**src/rtl/exe_stage_if.sv**
```systemverilog
// ID/EX-to-EXE decode bundle plus EXE/MEM results for the execute stage.
// The stage drives the slave modport, and the ID/MEM side uses master.
interface exe_stage_if #(
  parameter int unsigned DW = 32
);
  logic          wb_en_in;
  logic          mem_r_en_in;
  logic          mem_w_en_in;
  logic [3:0]    exe_cmd;
  logic          b_in;
  logic          s_in;
  logic          imm_in;
  logic [DW-1:0] pc_in;
  logic [DW-1:0] val_rn;
  logic [DW-1:0] val_rm;
  logic [11:0]   shift_operand;
  logic [23:0]   imm_signed_24;
  logic [3:0]    dest_in;
  logic [3:0]    sr_in;
  logic [1:0]    sel_src1;
  logic [1:0]    sel_src2;
  logic [DW-1:0] fwd_mem_val;
  logic [DW-1:0] fwd_wb_val;

  logic          branch_taken;
  logic [DW-1:0] branch_addr;
  logic [3:0]    sr_out;
  logic          wb_en;
  logic          mem_r_en;
  logic          mem_w_en;
  logic [DW-1:0] alu_res;
  logic [DW-1:0] st_val;
  logic [3:0]    dest;

  modport master (
    output wb_en_in, mem_r_en_in, mem_w_en_in, exe_cmd, b_in, s_in, imm_in,
           pc_in, val_rn, val_rm, shift_operand, imm_signed_24, dest_in, sr_in,
           sel_src1, sel_src2, fwd_mem_val, fwd_wb_val,
    input  branch_taken, branch_addr, sr_out, wb_en, mem_r_en, mem_w_en,
           alu_res, st_val, dest
  );

  modport slave (
    input  wb_en_in, mem_r_en_in, mem_w_en_in, exe_cmd, b_in, s_in, imm_in,
           pc_in, val_rn, val_rm, shift_operand, imm_signed_24, dest_in, sr_in,
           sel_src1, sel_src2, fwd_mem_val, fwd_wb_val,
    output branch_taken, branch_addr, sr_out, wb_en, mem_r_en, mem_w_en,
           alu_res, st_val, dest
  );
endinterface

```
**src/rtl/exe_stage.sv**
```systemverilog
// ARM execute stage: forwarding, Val2, ALU, branch target, NZCV and EXE/MEM register.
// Optional macro EXE_FWD_EN enables the operand forwarding muxes (otherwise register values are used).
module exe_stage #(
  parameter int unsigned DW = 32
) (
  input  logic        clk,
  input  logic        rst,
  input  logic        stall,
  exe_stage_if.slave  bus
);
  localparam int unsigned SW = 5;

  logic [DW-1:0] op1, rm_f, val2, res;
  logic [DW:0]   sum;
  logic          cin, n_f, z_f, c_f, v_f;
  logic [11:0]   so;

  logic          wb_q, mr_q, mw_q;
  logic [DW-1:0] alu_q, st_q;
  logic [3:0]    dest_q, sr_q;

  function automatic logic [DW-1:0] ror(input logic [DW-1:0] x, input logic [SW-1:0] amt);
    logic [2*DW-1:0] t;
    t = {x, x} >> amt;
    return t[DW-1:0];
  endfunction

`ifdef EXE_FWD_EN
  always_comb begin : fwd_mux
    op1  = bus.val_rn;
    rm_f = bus.val_rm;
    case (bus.sel_src1)
      2'b01:   op1 = bus.fwd_mem_val;
      2'b10:   op1 = bus.fwd_wb_val;
      default: op1 = bus.val_rn;
    endcase
    case (bus.sel_src2)
      2'b01:   rm_f = bus.fwd_mem_val;
      2'b10:   rm_f = bus.fwd_wb_val;
      default: rm_f = bus.val_rm;
    endcase
  end
`else
  logic unused_fwd;
  assign unused_fwd = ^{bus.sel_src1, bus.sel_src2, bus.fwd_mem_val, bus.fwd_wb_val};
  assign op1  = bus.val_rn;
  assign rm_f = bus.val_rm;
`endif

  assign so  = bus.shift_operand;
  assign cin = bus.sr_in[1];

  // Memory ops use the raw 12-bit offset ahead of any immediate/shift decoding.
  always_comb begin : val2_gen
    val2 = rm_f;
    if (bus.mem_r_en_in || bus.mem_w_en_in) begin
      val2 = {20'b0, so};
    end else if (bus.imm_in) begin
      val2 = ror({24'b0, so[7:0]}, {so[11:8], 1'b0});
    end else if (!so[4]) begin
      case (so[6:5])
        2'b00:   val2 = rm_f << so[11:7];
        2'b01:   val2 = rm_f >> so[11:7];
        2'b10:   val2 = DW'($signed(rm_f) >>> so[11:7]);
        default: val2 = ror(rm_f, so[11:7]);
      endcase
    end
  end

  // ADC/SBC share the ADD/SUB paths; opcode bit 0 gates the carry term.
  always_comb begin : alu
    res = '0;
    sum = '0;
    c_f = bus.sr_in[1];
    v_f = bus.sr_in[0];
    case (bus.exe_cmd)
      4'b0001: res = val2;
      4'b1001: res = ~val2;
      4'b0010, 4'b0011: begin
        sum = {1'b0, op1} + {1'b0, val2} + (DW+1)'(cin & bus.exe_cmd[0]);
        res = sum[DW-1:0];
        c_f = sum[DW];
        v_f = (op1[DW-1] == val2[DW-1]) && (res[DW-1] != op1[DW-1]);
      end
      4'b0100, 4'b0101: begin
        sum = {1'b0, op1} - {1'b0, val2} - (DW+1)'(~cin & bus.exe_cmd[0]);
        res = sum[DW-1:0];
        c_f = ~sum[DW];
        v_f = (op1[DW-1] != val2[DW-1]) && (res[DW-1] != op1[DW-1]);
      end
      4'b0110: res = op1 & val2;
      4'b0111: res = op1 | val2;
      4'b1000: res = op1 ^ val2;
      default: res = '0;
    endcase
    n_f = res[DW-1];
    z_f = (res == '0);
  end

  logic unused_sr;
  assign unused_sr = ^bus.sr_in[3:2];

  assign bus.branch_taken = bus.b_in;
  assign bus.branch_addr  = bus.pc_in + {{(DW-26){bus.imm_signed_24[23]}}, bus.imm_signed_24, 2'b00};

  // EXE/MEM pipeline register and NZCV; a stall freezes both.
  always_ff @(posedge clk or posedge rst) begin
    if (rst) begin
      wb_q   <= 1'b0;
      mr_q   <= 1'b0;
      mw_q   <= 1'b0;
      alu_q  <= '0;
      st_q   <= '0;
      dest_q <= '0;
      sr_q   <= '0;
    end else if (!stall) begin
      wb_q   <= bus.wb_en_in;
      mr_q   <= bus.mem_r_en_in;
      mw_q   <= bus.mem_w_en_in;
      alu_q  <= res;
      st_q   <= rm_f;
      dest_q <= bus.dest_in;
      if (bus.s_in) sr_q <= {n_f, z_f, c_f, v_f};
    end
  end

  assign bus.wb_en    = wb_q;
  assign bus.mem_r_en = mr_q;
  assign bus.mem_w_en = mw_q;
  assign bus.alu_res  = alu_q;
  assign bus.st_val   = st_q;
  assign bus.dest     = dest_q;
  assign bus.sr_out   = sr_q;
endmodule

```
**src/flat_wrapper.sv**
```systemverilog
// flat-port wrapper written by rule: the top's interface ports become plain ports
module exe_stage_flat 
#(
  parameter int unsigned DW = 32
)
  (clk, rst, stall, bus_wb_en_in, bus_mem_r_en_in, bus_mem_w_en_in, bus_exe_cmd, bus_b_in, bus_s_in, bus_imm_in, bus_pc_in, bus_val_rn, bus_val_rm, bus_shift_operand, bus_imm_signed_24, bus_dest_in, bus_sr_in, bus_sel_src1, bus_sel_src2, bus_fwd_mem_val, bus_fwd_wb_val, bus_branch_taken, bus_branch_addr, bus_sr_out, bus_wb_en, bus_mem_r_en, bus_mem_w_en, bus_alu_res, bus_st_val, bus_dest);
  exe_stage_if #(.DW(DW)) bus_i ();
  input  logic clk;
  input  logic rst;
  input  logic stall;
  input wire logic [$bits(bus_i.wb_en_in)-1:0] bus_wb_en_in;
  input wire logic [$bits(bus_i.mem_r_en_in)-1:0] bus_mem_r_en_in;
  input wire logic [$bits(bus_i.mem_w_en_in)-1:0] bus_mem_w_en_in;
  input wire logic [$bits(bus_i.exe_cmd)-1:0] bus_exe_cmd;
  input wire logic [$bits(bus_i.b_in)-1:0] bus_b_in;
  input wire logic [$bits(bus_i.s_in)-1:0] bus_s_in;
  input wire logic [$bits(bus_i.imm_in)-1:0] bus_imm_in;
  input wire logic [$bits(bus_i.pc_in)-1:0] bus_pc_in;
  input wire logic [$bits(bus_i.val_rn)-1:0] bus_val_rn;
  input wire logic [$bits(bus_i.val_rm)-1:0] bus_val_rm;
  input wire logic [$bits(bus_i.shift_operand)-1:0] bus_shift_operand;
  input wire logic [$bits(bus_i.imm_signed_24)-1:0] bus_imm_signed_24;
  input wire logic [$bits(bus_i.dest_in)-1:0] bus_dest_in;
  input wire logic [$bits(bus_i.sr_in)-1:0] bus_sr_in;
  input wire logic [$bits(bus_i.sel_src1)-1:0] bus_sel_src1;
  input wire logic [$bits(bus_i.sel_src2)-1:0] bus_sel_src2;
  input wire logic [$bits(bus_i.fwd_mem_val)-1:0] bus_fwd_mem_val;
  input wire logic [$bits(bus_i.fwd_wb_val)-1:0] bus_fwd_wb_val;
  output wire logic [$bits(bus_i.branch_taken)-1:0] bus_branch_taken;
  output wire logic [$bits(bus_i.branch_addr)-1:0] bus_branch_addr;
  output wire logic [$bits(bus_i.sr_out)-1:0] bus_sr_out;
  output wire logic [$bits(bus_i.wb_en)-1:0] bus_wb_en;
  output wire logic [$bits(bus_i.mem_r_en)-1:0] bus_mem_r_en;
  output wire logic [$bits(bus_i.mem_w_en)-1:0] bus_mem_w_en;
  output wire logic [$bits(bus_i.alu_res)-1:0] bus_alu_res;
  output wire logic [$bits(bus_i.st_val)-1:0] bus_st_val;
  output wire logic [$bits(bus_i.dest)-1:0] bus_dest;
  assign bus_i.wb_en_in = bus_wb_en_in;
  assign bus_i.mem_r_en_in = bus_mem_r_en_in;
  assign bus_i.mem_w_en_in = bus_mem_w_en_in;
  assign bus_i.exe_cmd = bus_exe_cmd;
  assign bus_i.b_in = bus_b_in;
  assign bus_i.s_in = bus_s_in;
  assign bus_i.imm_in = bus_imm_in;
  assign bus_i.pc_in = bus_pc_in;
  assign bus_i.val_rn = bus_val_rn;
  assign bus_i.val_rm = bus_val_rm;
  assign bus_i.shift_operand = bus_shift_operand;
  assign bus_i.imm_signed_24 = bus_imm_signed_24;
  assign bus_i.dest_in = bus_dest_in;
  assign bus_i.sr_in = bus_sr_in;
  assign bus_i.sel_src1 = bus_sel_src1;
  assign bus_i.sel_src2 = bus_sel_src2;
  assign bus_i.fwd_mem_val = bus_fwd_mem_val;
  assign bus_i.fwd_wb_val = bus_fwd_wb_val;
  assign bus_branch_taken = bus_i.branch_taken;
  assign bus_branch_addr = bus_i.branch_addr;
  assign bus_sr_out = bus_i.sr_out;
  assign bus_wb_en = bus_i.wb_en;
  assign bus_mem_r_en = bus_i.mem_r_en;
  assign bus_mem_w_en = bus_i.mem_w_en;
  assign bus_alu_res = bus_i.alu_res;
  assign bus_st_val = bus_i.st_val;
  assign bus_dest = bus_i.dest;
  exe_stage #(.DW(DW)) u_core (.clk(clk), .rst(rst), .stall(stall), .bus(bus_i));
endmodule
```
**config.mk**
```make
export PLATFORM = sky130hd
export DESIGN_NAME = exe_stage_flat
export DESIGN_NICKNAME = d
export VERILOG_FILES = /design/src/rtl/exe_stage_if.sv /design/src/rtl/exe_stage.sv /design/src/flat_wrapper.sv
export SDC_FILE = /design/constraint.sdc
export NUM_CORES = 1
export LEC_CHECK = 0
export CORE_ASPECT_RATIO = 0.9
export CORE_MARGIN = 5
export CORE_UTILIZATION = 49
export CTS_CLUSTER_SIZE = 10
export DETAILED_ROUTE_END_ITERATION = 8
export PLACE_DENSITY = 0.75
export SETUP_SLACK_MARGIN = 0.5
export SLEW_MARGIN = 5
export SYNTH_ARGS = -nofsm -noshare
export SYNTH_HDL_FRONTEND = slang
export SYNTH_SLANG_ARGS = --single-unit
```
**constraint.sdc**
```tcl
create_clock -name clk -period 18.4 [get_ports clk]
set_clock_uncertainty 0.05 [all_clocks]
set_input_delay 5.52 -clock clk [delete_from_list [all_inputs] [get_ports clk]]
set_output_delay 5.52 -clock clk [all_outputs]
set_load 0.05 [all_outputs]
```
# Yosys cells after proc, flatten, opt, wreduce, memory -nomap -nowiden
# Index checks and enable logic that the tools add are counted.
dict set report classes {
  n_addsub 5
  eq_ne 15
  n_shift 5
  mux 7
  bitwise_logic 9
  reduce_logical 8
}
# operator count
set op_table {}
lappend op_table {{$pmux W32 S7} 1}
lappend op_table {{$mux W32} 3}
lappend op_table {{$pmux W32 S3} 1}
lappend op_table {{$shr A64 B5 Y32} 1}
lappend op_table {{$shr A40 B5 Y32} 1}
lappend op_table {{$add A32 B32 Y33} 1}
lappend op_table {{$add A33 B33 Y33} 1}
lappend op_table {{$and A33 B1 Y33} 1}
lappend op_table {{$not A1 Y33} 1}
lappend op_table {{$sub A32 B32 Y33} 1}
lappend op_table {{$sub A33 B33 Y33} 1}
lappend op_table {{$add A32 B32 Y32} 1}
lappend op_table {{$and A32 B32 Y32} 1}
lappend op_table {{$logic_not A32 Y1} 1}
lappend op_table {{$not A32 Y32} 1}
lappend op_table {{$or A32 B32 Y32} 1}
lappend op_table {{$shl A32 B5 Y32} 1}
lappend op_table {{$shr A32 B5 Y32} 1}
lappend op_table {{$sshr A32 B5 Y32} 1}
lappend op_table {{$xor A32 B32 Y32} 1}
lappend op_table {{$eq A4 B3 Y1 const B} 4}
lappend op_table {{$eq A4 B2 Y1 const B} 2}
lappend op_table {{$eq A4 B4 Y1 const B} 2}
lappend op_table {{$eq A4 B1 Y1 const B} 1}
lappend op_table {{12 further kinds} 18}
dict set report totals {
  regBits 75
  input_bits 221
  out_inout_bits 108
  elab_cells 56
}

# Longest topological paths before layout
dict set report depth {
  depth_word 10
  ltp_mapped 30
  mapped_depth_nobuf 25
}

# Least setup slack after synthesis
# No wires, ideal clock.
dict set report synth_path {
  kind {input-to-output}
  from {in bus_imm_signed_24[0]}
  to {out bus_branch_addr[28]}
  t_arrival_ns 8.804
  required_ns 12.830
  setup_slack_ns 4.026
  stages 16
  cell_sequence {ha_1 > inv_1 > fa_1 > nor2b_1 > o21ai_0 > a21boi_0 > o21a_1 > nor2_1 > o21bai_1 > a41o_1 > o41ai_1 > o211ai_1 > nand3_1 > and4b_1 > nor2_1 > xor2_1}
}
dict set report synth_between {
  elab_chain_cells 1
}
# item line
set synth_rtl {}
lappend synth_rtl {{from (decl)} flat_wrapper.sv:22} ;# input wire logic [$bits(bus_i.imm_signed_24)-1:0] bus_imm_signed_24;
lappend synth_rtl {{$add A32 B32 Y32} exe_stage.sv:104} ;# assign bus.branch_addr = bus.pc_in + {{(DW-26){bus.imm_signed_24[23]}}, bus.imm_signed_24, 2'b00};
lappend synth_rtl {{to (decl)} flat_wrapper.sv:30} ;# output wire logic [$bits(bus_i.branch_addr)-1:0] bus_branch_addr;
# No other way between the ends.

# Final worst setup path
dict set report layout_path {
  from {in bus_imm_signed_24[0]}
  to {out bus_branch_addr[22]}
}
# Same word-level chain as after synthesis.

==> metrics <==
Core Region=~34000 sq um; area of the mapped netlist=between 15000 and 20000 sq um; residual DRC count=0; Critical Path AT=around 10 ns; dominant synthesized flop cell=dfrtp_1; Post-synth ARST share=100%; Fillers=between 3k and 4k; multi-input logic area=roughly 14000 sq um; most frequent cells in the layout=clkdlybuf4s50_1, nand2_1, a21oi_1; Final setup viols=0; CP bufs+invs=3; maximum clock insertion buffer count=2; post-cts hold buffer count=0; wire per inst=27.8 um; Placed Area=a little under 20000 sq um; crit path cell chain=clkdlybuf4s50_1 -> ha_1 -> inv_1 -> fa_1 -> nor2b_1 -> o21ai_0 -> a21boi_0 -> o21a_1 -> nor2_1 -> o21bai_1 -> a41o_1 -> o41ai_1 -> o211ai_1 -> a31oi_1 -> o21bai_1 -> a21oi_1 -> xnor2_1 -> clkdlybuf4s50_1; vias per cell=a little under 7; GRT Resource Usage Total=38.6%; first-pass GRT wire length=between 100000 and 150000 um; Worst VDD drop=around 0.052 mV; clk_lat worst skew=roughly 0.35 ns; vias in the first global route=around 19k; Crit path largest cell delay=between 0.8 and 0.9 ns; worst hold path class=reg -> reg; Tightest Pin Transition=roughly 1.3 ns; post_cts resized=0; Die W=206 um; Post-synth EDFFs=0; CP startpoint kind=input port; initial core utilization=between 40% and 50%; vias=slightly below 20k; final setup TNS=0 ns; H-tree level count=3; unrepaired setup endpoints after global routing=false; critical path type=in -> out; drt total wl=a little under 80000 um; Reg clk slew, reported paths=roughly 0.07 ns; Layout area overhead=17.0%; P_leak=between 8 and 9 nW; initial drt markers=about 3k; Placer Congestion=about 1.1; Pre-antenna DRT Iters=5; most common cell after layout, fill and taps aside=clkdlybuf4s50_1; cts bufs inserted=9; Synth area leader=ha_1; Setup WS pre-CTS=approximately 2.8 ns; register area=approximately 1900 sq um; post-route ant nets=0; post-CTS setup buffers=0; GRT overflow=0; final hold viol count=0; Critical R2R Launch=u_core.bus.st_val[12]; CTS tree=built; clock root buffer=clkbuf_16; post-layout min period=roughly 16 ns; Synth area leaders=ha_1, dfrtp_1, mux4_2; DP Wirelength=57600 um; boundary pin count=roughly 330; Mapped Cells=2232; pwr dens=59.5 nW/um^2; Synth Warn #=0; Die Area=roughly 38000 sq um; cell depth of the worst setup path=18; largest net degree at the start of global routing=76; Synth top area share=between 10% and 20%; syn nets=approximately 2.6k; R2R depth=1; R2R Setup Slk=roughly 18 ns; clock sinks=75; Mean Syn Cell Area=around 7.6 sq um; Final WS setup=approximately 2.8 ns; Max Freq=64.0 MHz; Netlist cell types=97; max_slew headroom=approximately 16%; initial antenna violation count=1; outcome=finished clean; Max Slew Vio Count=0; Req. time, crit path=approximately 13 ns; register bit total from synthesis=75; Die Ht=about 190 um; register area share after synthesis=between 10% and 20%; share of layout cells above drive strength 1=10.7%; Slowest-stage cell, CP=clkdlybuf4s50_1; Nets=around 2.7k; # port buffers=252; critical path startpoint=bus_imm_signed_24[0]; Final Cycle Share=84.9%; Critical Path Sink Type=output pin; # rows=between 60 and 70; cell family with most CP delay=compound AO/OA/AOI/OAI gates; Max Cap Viol=0; Reg-to-Reg End=u_core.bus.st_val[12]; CP max FO=4; final instance area=between 15000 and 20000 sq um; critical path endpoint=bus_branch_addr[22]
registers in the layout, summed over array words and instances (netlist names):
name and cells:
u_core.bus.alu_res 32, u_core.bus.mem_w_en 1, u_core.bus.st_val 32, u_core.bus.wb_en 1
u_core.bus.dest 4, u_core.bus.mem_r_en 1, u_core.bus.sr_out 4
area by class of cell:
cell class / count / area share, %
Antenna cell: 2 / 0.0252
Clock buffer: 9 / 1.14
Clock inverter: 7 / 0.360
Inverter: 144 / 2.73
Multi-Input combinational cell: 1826 / 69.1
Sequential cell: 75 / 9.47
Tap cell: 462 / 2.92
Timing Repair Buffer: 296 / 14.2
per-layer routing:
metal / routed length, um / vias up / GRT usage [%]
li1: - / 8608 / -
met5: 0 / - / 0
met3: 10500 / 301 / 11.2
met4: 4560 / 0 / 17.9
met2: 32000 / 1487 / 56.0
met1: 31300 / 9229 / 52.8
through the flow:
stage	hold slack [ns]	instances	utilization, %	total power [mW]
6_report	0.451	2821	58.2	1.18
5_1_grt	0.464	2819	58.2	1.23
4_1_cts	0.457	2819	58.2	1.16
3_5_place_dp	0.426	2803	57.4	0.973
3_3_place_gp	0.414	2803	57.4	0.963
2_1_floorplan	0.709	2232	-	0.723
cell usage after synthesis (all sizes together), types with 25 or more instances:
cell type,n
a211oi,37
a21oi,185
a31oi,31
and3,25
buf,74
clkbuf,113
dfrtp,75
ha,151
inv,141
mux2,94
mux2i,87
mux4,53
nand2,198
nand3,70
nand4,33
nor2,165
nor3,47
o211ai,40
o21ai,121
o22ai,26
xnor2,48
cells by family after synthesis:
group	synth area share, %
XOR/XNOR	3.72
AND/OR/NAND/NOR	18.9
multiplexers	18.5
adder cells (fa/ha/maj)	11.6
buffers and inverters	8.28
AO/OA/AOI/OAI	27.9
flip-flops	11.1
worst min-delay path: cells and delay by family (launching register included):
family | cells | cell delay [ns]
DFF | 1 | 0.35
AOI/OAI and AO/OA | 1 | 0.07
and+or+nand+nor | 1 | 0.05
worst min-delay path by stage:
stage	depth (start not counted)	startpoint	end	slack, ns
final	2	u_core.bus.sr_out[0]	u_core.bus.sr_out[0]	0.45
after global routing	1	u_core.bus.alu_res[8]	u_core.bus.alu_res[8]	0.46
after CTS	2	u_core.bus.sr_out[0]	u_core.bus.sr_out[0]	0.46
after detailed placement	2	u_core.bus.sr_out[0]	u_core.bus.sr_out[0]	0.43
after global placement	2	u_core.bus.sr_out[3]	u_core.bus.sr_out[3]	0.41
after floorplan	2	u_core.bus.sr_out[0]	u_core.bus.sr_out[0]	0.71
where the power goes:
group / switching [mW] / internal (mW) / total (mW)
Sequential: 0.0121 / 0.187 / 0.199
Combinational: 0.509 / 0.288 / 0.796
Clock: 0.0892 / 0.0953 / 0.185
No activity file was read; power rests on OpenSTA's default activity.
